`src/rtl/line_window3x3_if.sv`:
```
// Pixel-stream in / 3x3 window out bundle for line_window3x3.
// LINE_WINDOW3X3_WINCNT_EN adds the win_count debug readback signal.
interface line_window3x3_if #(
    parameter int DATA_W = 8
);
    logic [DATA_W-1:0] pixel_in;
    logic              pixel_valid;
    logic              frame_start;
    logic [DATA_W-1:0] lb_ready0, lb_ready1, lb_ready2;
    logic [DATA_W-1:0] lb_ready3, lb_ready4, lb_ready5;
    logic [DATA_W-1:0] lb_ready6, lb_ready7, lb_ready8;
    logic              result_rdy;
    logic              pixel_end;
`ifdef LINE_WINDOW3X3_WINCNT_EN
    logic [15:0]       win_count;

    modport master (
        output pixel_in, pixel_valid, frame_start,
        input  lb_ready0, lb_ready1, lb_ready2, lb_ready3, lb_ready4,
               lb_ready5, lb_ready6, lb_ready7, lb_ready8,
               result_rdy, pixel_end, win_count
    );
    modport slave (
        input  pixel_in, pixel_valid, frame_start,
        output lb_ready0, lb_ready1, lb_ready2, lb_ready3, lb_ready4,
               lb_ready5, lb_ready6, lb_ready7, lb_ready8,
               result_rdy, pixel_end, win_count
    );
`else
    modport master (
        output pixel_in, pixel_valid, frame_start,
        input  lb_ready0, lb_ready1, lb_ready2, lb_ready3, lb_ready4,
               lb_ready5, lb_ready6, lb_ready7, lb_ready8,
               result_rdy, pixel_end
    );
    modport slave (
        input  pixel_in, pixel_valid, frame_start,
        output lb_ready0, lb_ready1, lb_ready2, lb_ready3, lb_ready4,
               lb_ready5, lb_ready6, lb_ready7, lb_ready8,
               result_rdy, pixel_end
    );
`endif
endinterface

```
`src/rtl/line_window3x3.sv`:
```
// Two-line buffer and sliding 3x3 window over a raster pixel stream (valid-mode, no padding).
// Optional macro LINE_WINDOW3X3_WINCNT_EN adds a per-frame window counter on bus.win_count.
module line_window3x3 #(
    parameter int IMG_WIDTH  = 28,
    parameter int IMG_HEIGHT = 28,
    parameter int DATA_W     = 8
) (
    input logic               clk,
    input logic               rst_n,
    line_window3x3_if.slave   bus
);
    localparam int CW = $clog2(IMG_WIDTH);
    localparam int RW = $clog2(IMG_HEIGHT);

    localparam logic [0:0] S_FILL = 1'b0;
    localparam logic [0:0] S_RUN  = 1'b1;

    logic [CW-1:0]     col, cur_col, col_next;
    logic [RW-1:0]     row, cur_row, row_next;
    logic [0:0]        state, cur_state, state_next;
    logic              accept, restart, last_col, last_row, win_valid, frame_last;
    logic              result_q, end_q;
    logic [DATA_W-1:0] line0 [IMG_WIDTH];
    logic [DATA_W-1:0] line1 [IMG_WIDTH];
    logic [DATA_W-1:0] win      [3][3];
    logic [DATA_W-1:0] win_next [3][3];
    logic [DATA_W-1:0] taps [9];

    // A frame_start pixel is treated as if the counters already sat at (0,0) in S_FILL.
    always_comb begin
        // NOTE: every always_comb output gets a default first so no path can infer a latch.
        accept     = bus.pixel_valid;
        restart    = accept && bus.frame_start;
        cur_col    = restart ? '0 : col;
        cur_row    = restart ? '0 : row;
        cur_state  = restart ? S_FILL : state;
        last_col   = (cur_col == CW'(IMG_WIDTH - 1));
        last_row   = (cur_row == RW'(IMG_HEIGHT - 1));
        win_valid  = accept && (cur_state == S_RUN) && (cur_col >= CW'(2));
        frame_last = win_valid && last_row && last_col;
        col_next   = last_col ? '0 : cur_col + CW'(1);
        row_next   = cur_row;
        state_next = cur_state;
        if (last_col) begin
            row_next = last_row ? '0 : cur_row + RW'(1);
            if (cur_row == RW'(1))
                state_next = S_RUN;
            else if (last_row)
                state_next = S_FILL;
        end
        for (int r = 0; r < 3; r++) begin
            win_next[r][0] = win[r][1];
            win_next[r][1] = win[r][2];
        end
        win_next[0][2] = line1[cur_col];
        win_next[1][2] = line0[cur_col];
        win_next[2][2] = bus.pixel_in;
    end

    always_ff @(posedge clk or negedge rst_n) begin
        // NOTE: sequential state uses non-blocking assignments so every register samples pre-edge values.
        if (!rst_n) begin
            col   <= '0;
            row   <= '0;
            state <= S_FILL;
        end else if (accept) begin
            col   <= col_next;
            row   <= row_next;
            state <= state_next;
        end
    end

    // Read-before-write: the window already captured line0/line1[cur_col] combinationally.
    always_ff @(posedge clk) begin
        // NOTE: line RAMs carry no reset; the two fill rows overwrite them before any window uses them.
        if (accept) begin
            line1[cur_col] <= line0[cur_col];
            line0[cur_col] <= bus.pixel_in;
        end
    end

    always_ff @(posedge clk or negedge rst_n) begin
        if (!rst_n) begin
            result_q <= 1'b0;
            end_q    <= 1'b0;
            for (int r = 0; r < 3; r++)
                for (int c = 0; c < 3; c++)
                    win[r][c] <= '0;
            for (int i = 0; i < 9; i++)
                taps[i] <= '0;
        end else begin
            result_q <= win_valid;
            end_q    <= frame_last;
            if (accept)
                win <= win_next;
            if (win_valid)
                for (int i = 0; i < 9; i++)
                    taps[i] <= win_next[i / 3][i % 3];
        end
    end

`ifdef LINE_WINDOW3X3_WINCNT_EN
    logic [15:0] win_count;

    // Holds the full frame total during the pixel_end cycle, then clears.
    always_ff @(posedge clk or negedge rst_n) begin
        if (!rst_n)
            win_count <= '0;
        else if (restart || end_q)
            win_count <= '0;
        else if (win_valid)
            win_count <= win_count + 16'd1;
    end

    assign bus.win_count = win_count;
`endif

    assign bus.result_rdy = result_q;
    assign bus.pixel_end  = end_q;
    assign bus.lb_ready0  = taps[0];
    assign bus.lb_ready1  = taps[1];
    assign bus.lb_ready2  = taps[2];
    assign bus.lb_ready3  = taps[3];
    assign bus.lb_ready4  = taps[4];
    assign bus.lb_ready5  = taps[5];
    assign bus.lb_ready6  = taps[6];
    assign bus.lb_ready7  = taps[7];
    assign bus.lb_ready8  = taps[8];
endmodule

```
`src/flat_wrapper.sv`:
```
// flat-port wrapper written by rule: the top's interface ports become plain ports
module line_window3x3_flat 
#(
    parameter int IMG_WIDTH  = 28,
    parameter int IMG_HEIGHT = 28,
    parameter int DATA_W     = 8
)
  (clk, rst_n, bus_pixel_in, bus_pixel_valid, bus_frame_start, bus_lb_ready0, bus_lb_ready1, bus_lb_ready2, bus_lb_ready3, bus_lb_ready4, bus_lb_ready5, bus_lb_ready6, bus_lb_ready7, bus_lb_ready8, bus_result_rdy, bus_pixel_end);
  line_window3x3_if #(.DATA_W(DATA_W)) bus_i ();
  input logic clk;
  input logic rst_n;
  input wire logic [$bits(bus_i.pixel_in)-1:0] bus_pixel_in;
  input wire logic [$bits(bus_i.pixel_valid)-1:0] bus_pixel_valid;
  input wire logic [$bits(bus_i.frame_start)-1:0] bus_frame_start;
  output wire logic [$bits(bus_i.lb_ready0)-1:0] bus_lb_ready0;
  output wire logic [$bits(bus_i.lb_ready1)-1:0] bus_lb_ready1;
  output wire logic [$bits(bus_i.lb_ready2)-1:0] bus_lb_ready2;
  output wire logic [$bits(bus_i.lb_ready3)-1:0] bus_lb_ready3;
  output wire logic [$bits(bus_i.lb_ready4)-1:0] bus_lb_ready4;
  output wire logic [$bits(bus_i.lb_ready5)-1:0] bus_lb_ready5;
  output wire logic [$bits(bus_i.lb_ready6)-1:0] bus_lb_ready6;
  output wire logic [$bits(bus_i.lb_ready7)-1:0] bus_lb_ready7;
  output wire logic [$bits(bus_i.lb_ready8)-1:0] bus_lb_ready8;
  output wire logic [$bits(bus_i.result_rdy)-1:0] bus_result_rdy;
  output wire logic [$bits(bus_i.pixel_end)-1:0] bus_pixel_end;
  assign bus_i.pixel_in = bus_pixel_in;
  assign bus_i.pixel_valid = bus_pixel_valid;
  assign bus_i.frame_start = bus_frame_start;
  assign bus_lb_ready0 = bus_i.lb_ready0;
  assign bus_lb_ready1 = bus_i.lb_ready1;
  assign bus_lb_ready2 = bus_i.lb_ready2;
  assign bus_lb_ready3 = bus_i.lb_ready3;
  assign bus_lb_ready4 = bus_i.lb_ready4;
  assign bus_lb_ready5 = bus_i.lb_ready5;
  assign bus_lb_ready6 = bus_i.lb_ready6;
  assign bus_lb_ready7 = bus_i.lb_ready7;
  assign bus_lb_ready8 = bus_i.lb_ready8;
  assign bus_result_rdy = bus_i.result_rdy;
  assign bus_pixel_end = bus_i.pixel_end;
  line_window3x3 #(.IMG_WIDTH(IMG_WIDTH), .IMG_HEIGHT(IMG_HEIGHT), .DATA_W(DATA_W)) u_core (.clk(clk), .rst_n(rst_n), .bus(bus_i));
endmodule
```
`config.mk`:
```
export PLATFORM = sky130hd
export DESIGN_NAME = line_window3x3_flat
export DESIGN_NICKNAME = d
export VERILOG_FILES = /design/src/rtl/line_window3x3_if.sv /design/src/rtl/line_window3x3.sv /design/src/flat_wrapper.sv
export SDC_FILE = /design/constraint.sdc
export NUM_CORES = 1
export LEC_CHECK = 0
export ABC_AREA = 1
export BUFFER_PORTS_ARGS = -buffer_cell sky130_fd_sc_hd__buf_4
export CAP_MARGIN = 0
export CORE_ASPECT_RATIO = 0.5
export CORE_MARGIN = 2
export CORE_UTILIZATION = 55
export CTS_CLUSTER_SIZE = 25
export DETAILED_ROUTE_END_ITERATION = 8
export MAX_ROUTING_LAYER = met4
export PLACE_DENSITY = 0.72
export SLEW_MARGIN = 20
export SYNTH_ARGS = -nofsm -noshare
export SYNTH_HDL_FRONTEND = slang
export SYNTH_SLANG_ARGS = --single-unit
```
`constraint.sdc`:
```
create_clock -name clk -period 4.7 [get_ports clk]
set_input_delay 0.47 -clock clk [delete_from_list [all_inputs] [get_ports clk]]
set_output_delay 0.47 -clock clk [all_outputs]
set_load 0.02 [all_outputs]
```
==> Implementation_results.wiki <==
{| class="wikitable"
! Metric !! Value
|-
| Run status || finished, violations left
|-
| Violations in the final reports || hold timing
|-
| Maximum count of clock buffers along a single path || 3
|-
| Critical path type || reg2reg
|-
| Inserted Clock Buffers || 50
|-
| Launch point of the worst reg-to-reg path || u_core.col[0]
|-
| Buffers inserted by post-CTS timing repair || 0
|-
| Setup repair after global routing missed its margin || no
|-
| Netlist area before placement || between 20000 and 25000 um2
|-
| Dominant cell by count in the synthesized netlist || sky130_fd_sc_hd__nand2_1
|-
| Maximum net fanout on the critical path || 39
|-
| Number of hold-repair buffers added at the cts stage || 0
|-
| CTS clock-pin slew for the worst setup and hold paths || roughly 0.07 ns
|-
| Worst reg2reg path endpoint || u_core.line1[10][2]
|-
| GRT Overall Usage || between 20% and 30%
|-
| Post-placement setup slack || 1.48 ns
|-
| Drt first pass iters || 6
|-
| Overall routed net length || between 60 and 70 mm
|-
| Number of H-tree levels || 2
|-
| Post-Syn Area per Cell || approximately 11 um2
|-
| DIE WIDTH || ~300 um
|-
| Top flip-flop cell by instance count after synthesis || sky130_fd_sc_hd__edfxtp_1
|-
| Type of origin of the critical path || register
|-
| Capture point of the worst path || u_core.line1[10][2]
|-
| Critical path data required time || about 5 ns
|-
| Post-route fraction of the period consumed by the critical path || 69.0%
|-
| Grt total ovfl || 0
|-
| Final-report max-slew violation count || 0
|-
| Layout overhead on the synthesized area || 13.3%
|-
| Power per cell area || 538 nW/um2
|-
| Number of warnings reported in the yosys synthesis log || 0
|-
| Worst hold-check path type || in2async
|-
| Fraction of layout cells with a size suffix above 1 || about a tenth
|-
| Post-CTS resize count || 0
|-
| Maximum number of pins on one net before global-route repair || between 100 and 150
|-
| WL per Instance || between 20 and 25 um
|-
| Worst skew pair latency || around 0.59 ns
|-
| Routed via count divided by cell count || between 5 and 6
|-
| Initial standard-cell utilization of the core || 55.4%
|-
| Actual slew at the worst max-slew pin || 1.02 ns
|-
| Hold Worst Slack || -0.00554 ns
|-
| TritonCTS clock tree || built
|-
| Critical path launch point || u_core.col[0]
|-
| Number of antenna violations at the first check in global routing || 1
|-
| Number of standard cells after synthesis || between 2000 and 2500
|-
| Number of remaining DRC errors || 0
|-
| Worst path arrival time || ~3.6 ns
|-
| Final period demand of the worst path || 3.24 ns
|-
| Number of clock sinks || ~580
|-
| Port Buffers || between 80 and 90
|-
| Vias in the first global route || between 15000 and 20000
|-
| Synth top area share || between 50% and 60%
|-
| Detailed router's first-iteration violation count || approximately 2200
|-
| Number of setup violations in the final report || 0
|-
| Die area || between 40000 and 50000 um2
|-
| Endpoint type of the worst setup path || register
|-
| Count of flip-flops with a built-in enable after synthesis || between 400 and 500
|-
| Flop and latch count out of synthesis || around 580
|-
| Maximum clock rate || 308 MHz
|-
| Share of synthesized area occupied by flip-flops and latches || 69.8%
|-
| Placed instance count || roughly 2900
|-
| Floorplan Core Area || between 40000 and 50000 um2
|-
| Site row count || 54
|-
| Final Non-Filler Cells || 2955
|-
| Cell variety after synth || 33
|-
| Lkg Pwr || ~11 nW
|-
| Count of pins on the block boundary || 86
|-
| Global-route wire length before repair || around 97 mm
|-
| Slew margin rel. || 32.0%
|-
| Cell type with the largest total area after synthesis || sky130_fd_sc_hd__edfxtp_1
|-
| Final critical-path setup slack || 1.46 ns
|-
| Mapped Nets || between 2000 and 2500
|-
| List of most frequent post-synthesis cells || 726 x sky130_fd_sc_hd__nand2_1, 448 x sky130_fd_sc_hd__edfxtp_1, 258 x sky130_fd_sc_hd__nand3_1
|-
| Count of endpoints failing hold in the final timing report || 4
|-
| Post-layout net count || approximately 2300
|-
| Number of vias in the routed layout || 16800
|-
| Total negative slack for setup checks || 0 ns
|-
| Die boundary height || about 150 um
|-
| Count of nets left with antenna violations after detail routing || 0
|-
| Final weighted congestion in routability-driven placement || between 0.9 and 1
|-
| Final worst clock skew || ~0.027 ns
|-
| Number of max-cap violations || 0
|-
| Count of fill cells added during filler insertion || roughly 3300
|-
| DP Wirelength || just under 40 mm
|-
| Async S/R FF share, synth || a little under a quarter
|-
| Root buffer selected by CTS || sky130_fd_sc_hd__clkbuf_16
|-
| Leading post-synthesis cells by cell area || sky130_fd_sc_hd__edfxtp_1 56%, sky130_fd_sc_hd__dfrtp_1 14%, sky130_fd_sc_hd__nand2_1 11%
|-
| R2R depth || 11
|-
| Largest vdd supply drop || ~0.33 mV
|-
| R2R setup slack || about 1.5 ns
|}
==> sequential cells by signal (all words and copies together) (netlist names), 8 cells and up <==
name / cells
u_core.bus.lb_ready0: 8
u_core.bus.lb_ready1: 8
u_core.bus.lb_ready2: 8
u_core.bus.lb_ready3: 8
u_core.bus.lb_ready4: 8
u_core.bus.lb_ready5: 8
u_core.bus.lb_ready6: 8
u_core.bus.lb_ready7: 8
u_core.bus.lb_ready8: 8
u_core.line0: 224
u_core.line1: 224
u_core.win: 48
==> report_power, final <==
| part | switching (mW) | internal [mW] | leakage (nW) |
|---|---|---|---|
| Sequential | 0.336 | 6.46 | 5.72 |
| Clock | 1.85 | 2.35 | 0.817 |
| Combinational | 2.56 | 1.11 | 4.93 |
==> critical path, stage by stage (launching register included) <==
cell and delay, ns:
sky130_fd_sc_hd__dfrtp_4 0.75, sky130_fd_sc_hd__inv_1 0.23, sky130_fd_sc_hd__nand3_2 0.14, sky130_fd_sc_hd__inv_2 0.22, sky130_fd_sc_hd__buf_12 0.25, sky130_fd_sc_hd__nand2_1 0.07, sky130_fd_sc_hd__nand3_1 0.18, sky130_fd_sc_hd__nand2_1 0.12
sky130_fd_sc_hd__nand2_1 0.06, sky130_fd_sc_hd__nand2_1 0.08, sky130_fd_sc_hd__nand3_1 0.46, sky130_fd_sc_hd__buf_12 0.37
==> layout by cell type (no fill, tap or decap), drive strengths merged, types with 16 or more instances in the layout <==
cell type / count
a21oi: 16
buf: 164
clkbuf: 75
clkinv: 19
dfrtp: 133
edfxtp: 448
inv: 226
nand2: 728
nand3: 260
nand3b: 67
nand4: 19
nor2: 81
o211ai: 18
o21ai: 71
o21bai: 16
==> stage by stage <==
step | power [mW] | util, % | instance area (um2)
final | 14.7 | 62.8 | 27200
after global routing | 15.2 | 62.8 | 27200
after CTS | 14.6 | 62.8 | 27200
after detailed placement | 10.5 | 59.0 | 25600
after global placement | 10.4 | 59.0 | 25600
after floorplan | 8.79 | - | 24100
==> cell families (layout without fill, tap and decap cells) <==
logic type	after synthesis	count (layout)	synth area share, %
simple gates	1160	1160	20.9
flops	581	581	69.8
buf+inv	344	487	5.93
compound gates	131	131	3.16
fa+ha+maj	3	3	0.156
xor+xnor	3	3	0.109
other cells	0	2	0
==> metal layers <==
metal	vias up	track usage, %	wire [um]
met5	-	-	0
met1	8103	41.6	26500
met4	0	8.55	1900
met2	1009	41.0	28000
met3	136	8.22	7960
li1	7591	-	-
==> worst min path at each step <==
| stage | end | slack, ns | cells after the start |
|---|---|---|---|
| 3_5_place_dp | u_core.bus.lb_ready5[5] | 0.47 | 2 |
| 2_1_floorplan | u_core.bus.lb_ready0[0] | 0.17 | 0 |
| 6_report | u_core.bus.lb_ready6[3] | -0.006 | 1 |
| 4_1_cts | u_core.bus.lb_ready6[3] | 0.08 | 1 |
| 5_1_grt | u_core.bus.lb_ready6[3] | 0.09 | 1 |
| 3_3_place_gp | u_core.win[13] | 0.46 | 2 |
==> final cells by class <==
class,count,area (um2),area share (%)
Inverter,228,856,3.14
Clock buffer,74,1510,5.56
Sequential cell,581,16800,61.6
Multi-Input combinational cell,1297,5880,21.6
Timing Repair Buffer,165,1320,4.85
Tap cell,588,736,2.70
Antenna cell,2,5.00,0.0184
Clock inverter,20,148,0.542
No activity file was read; power rests on OpenSTA's default activity.
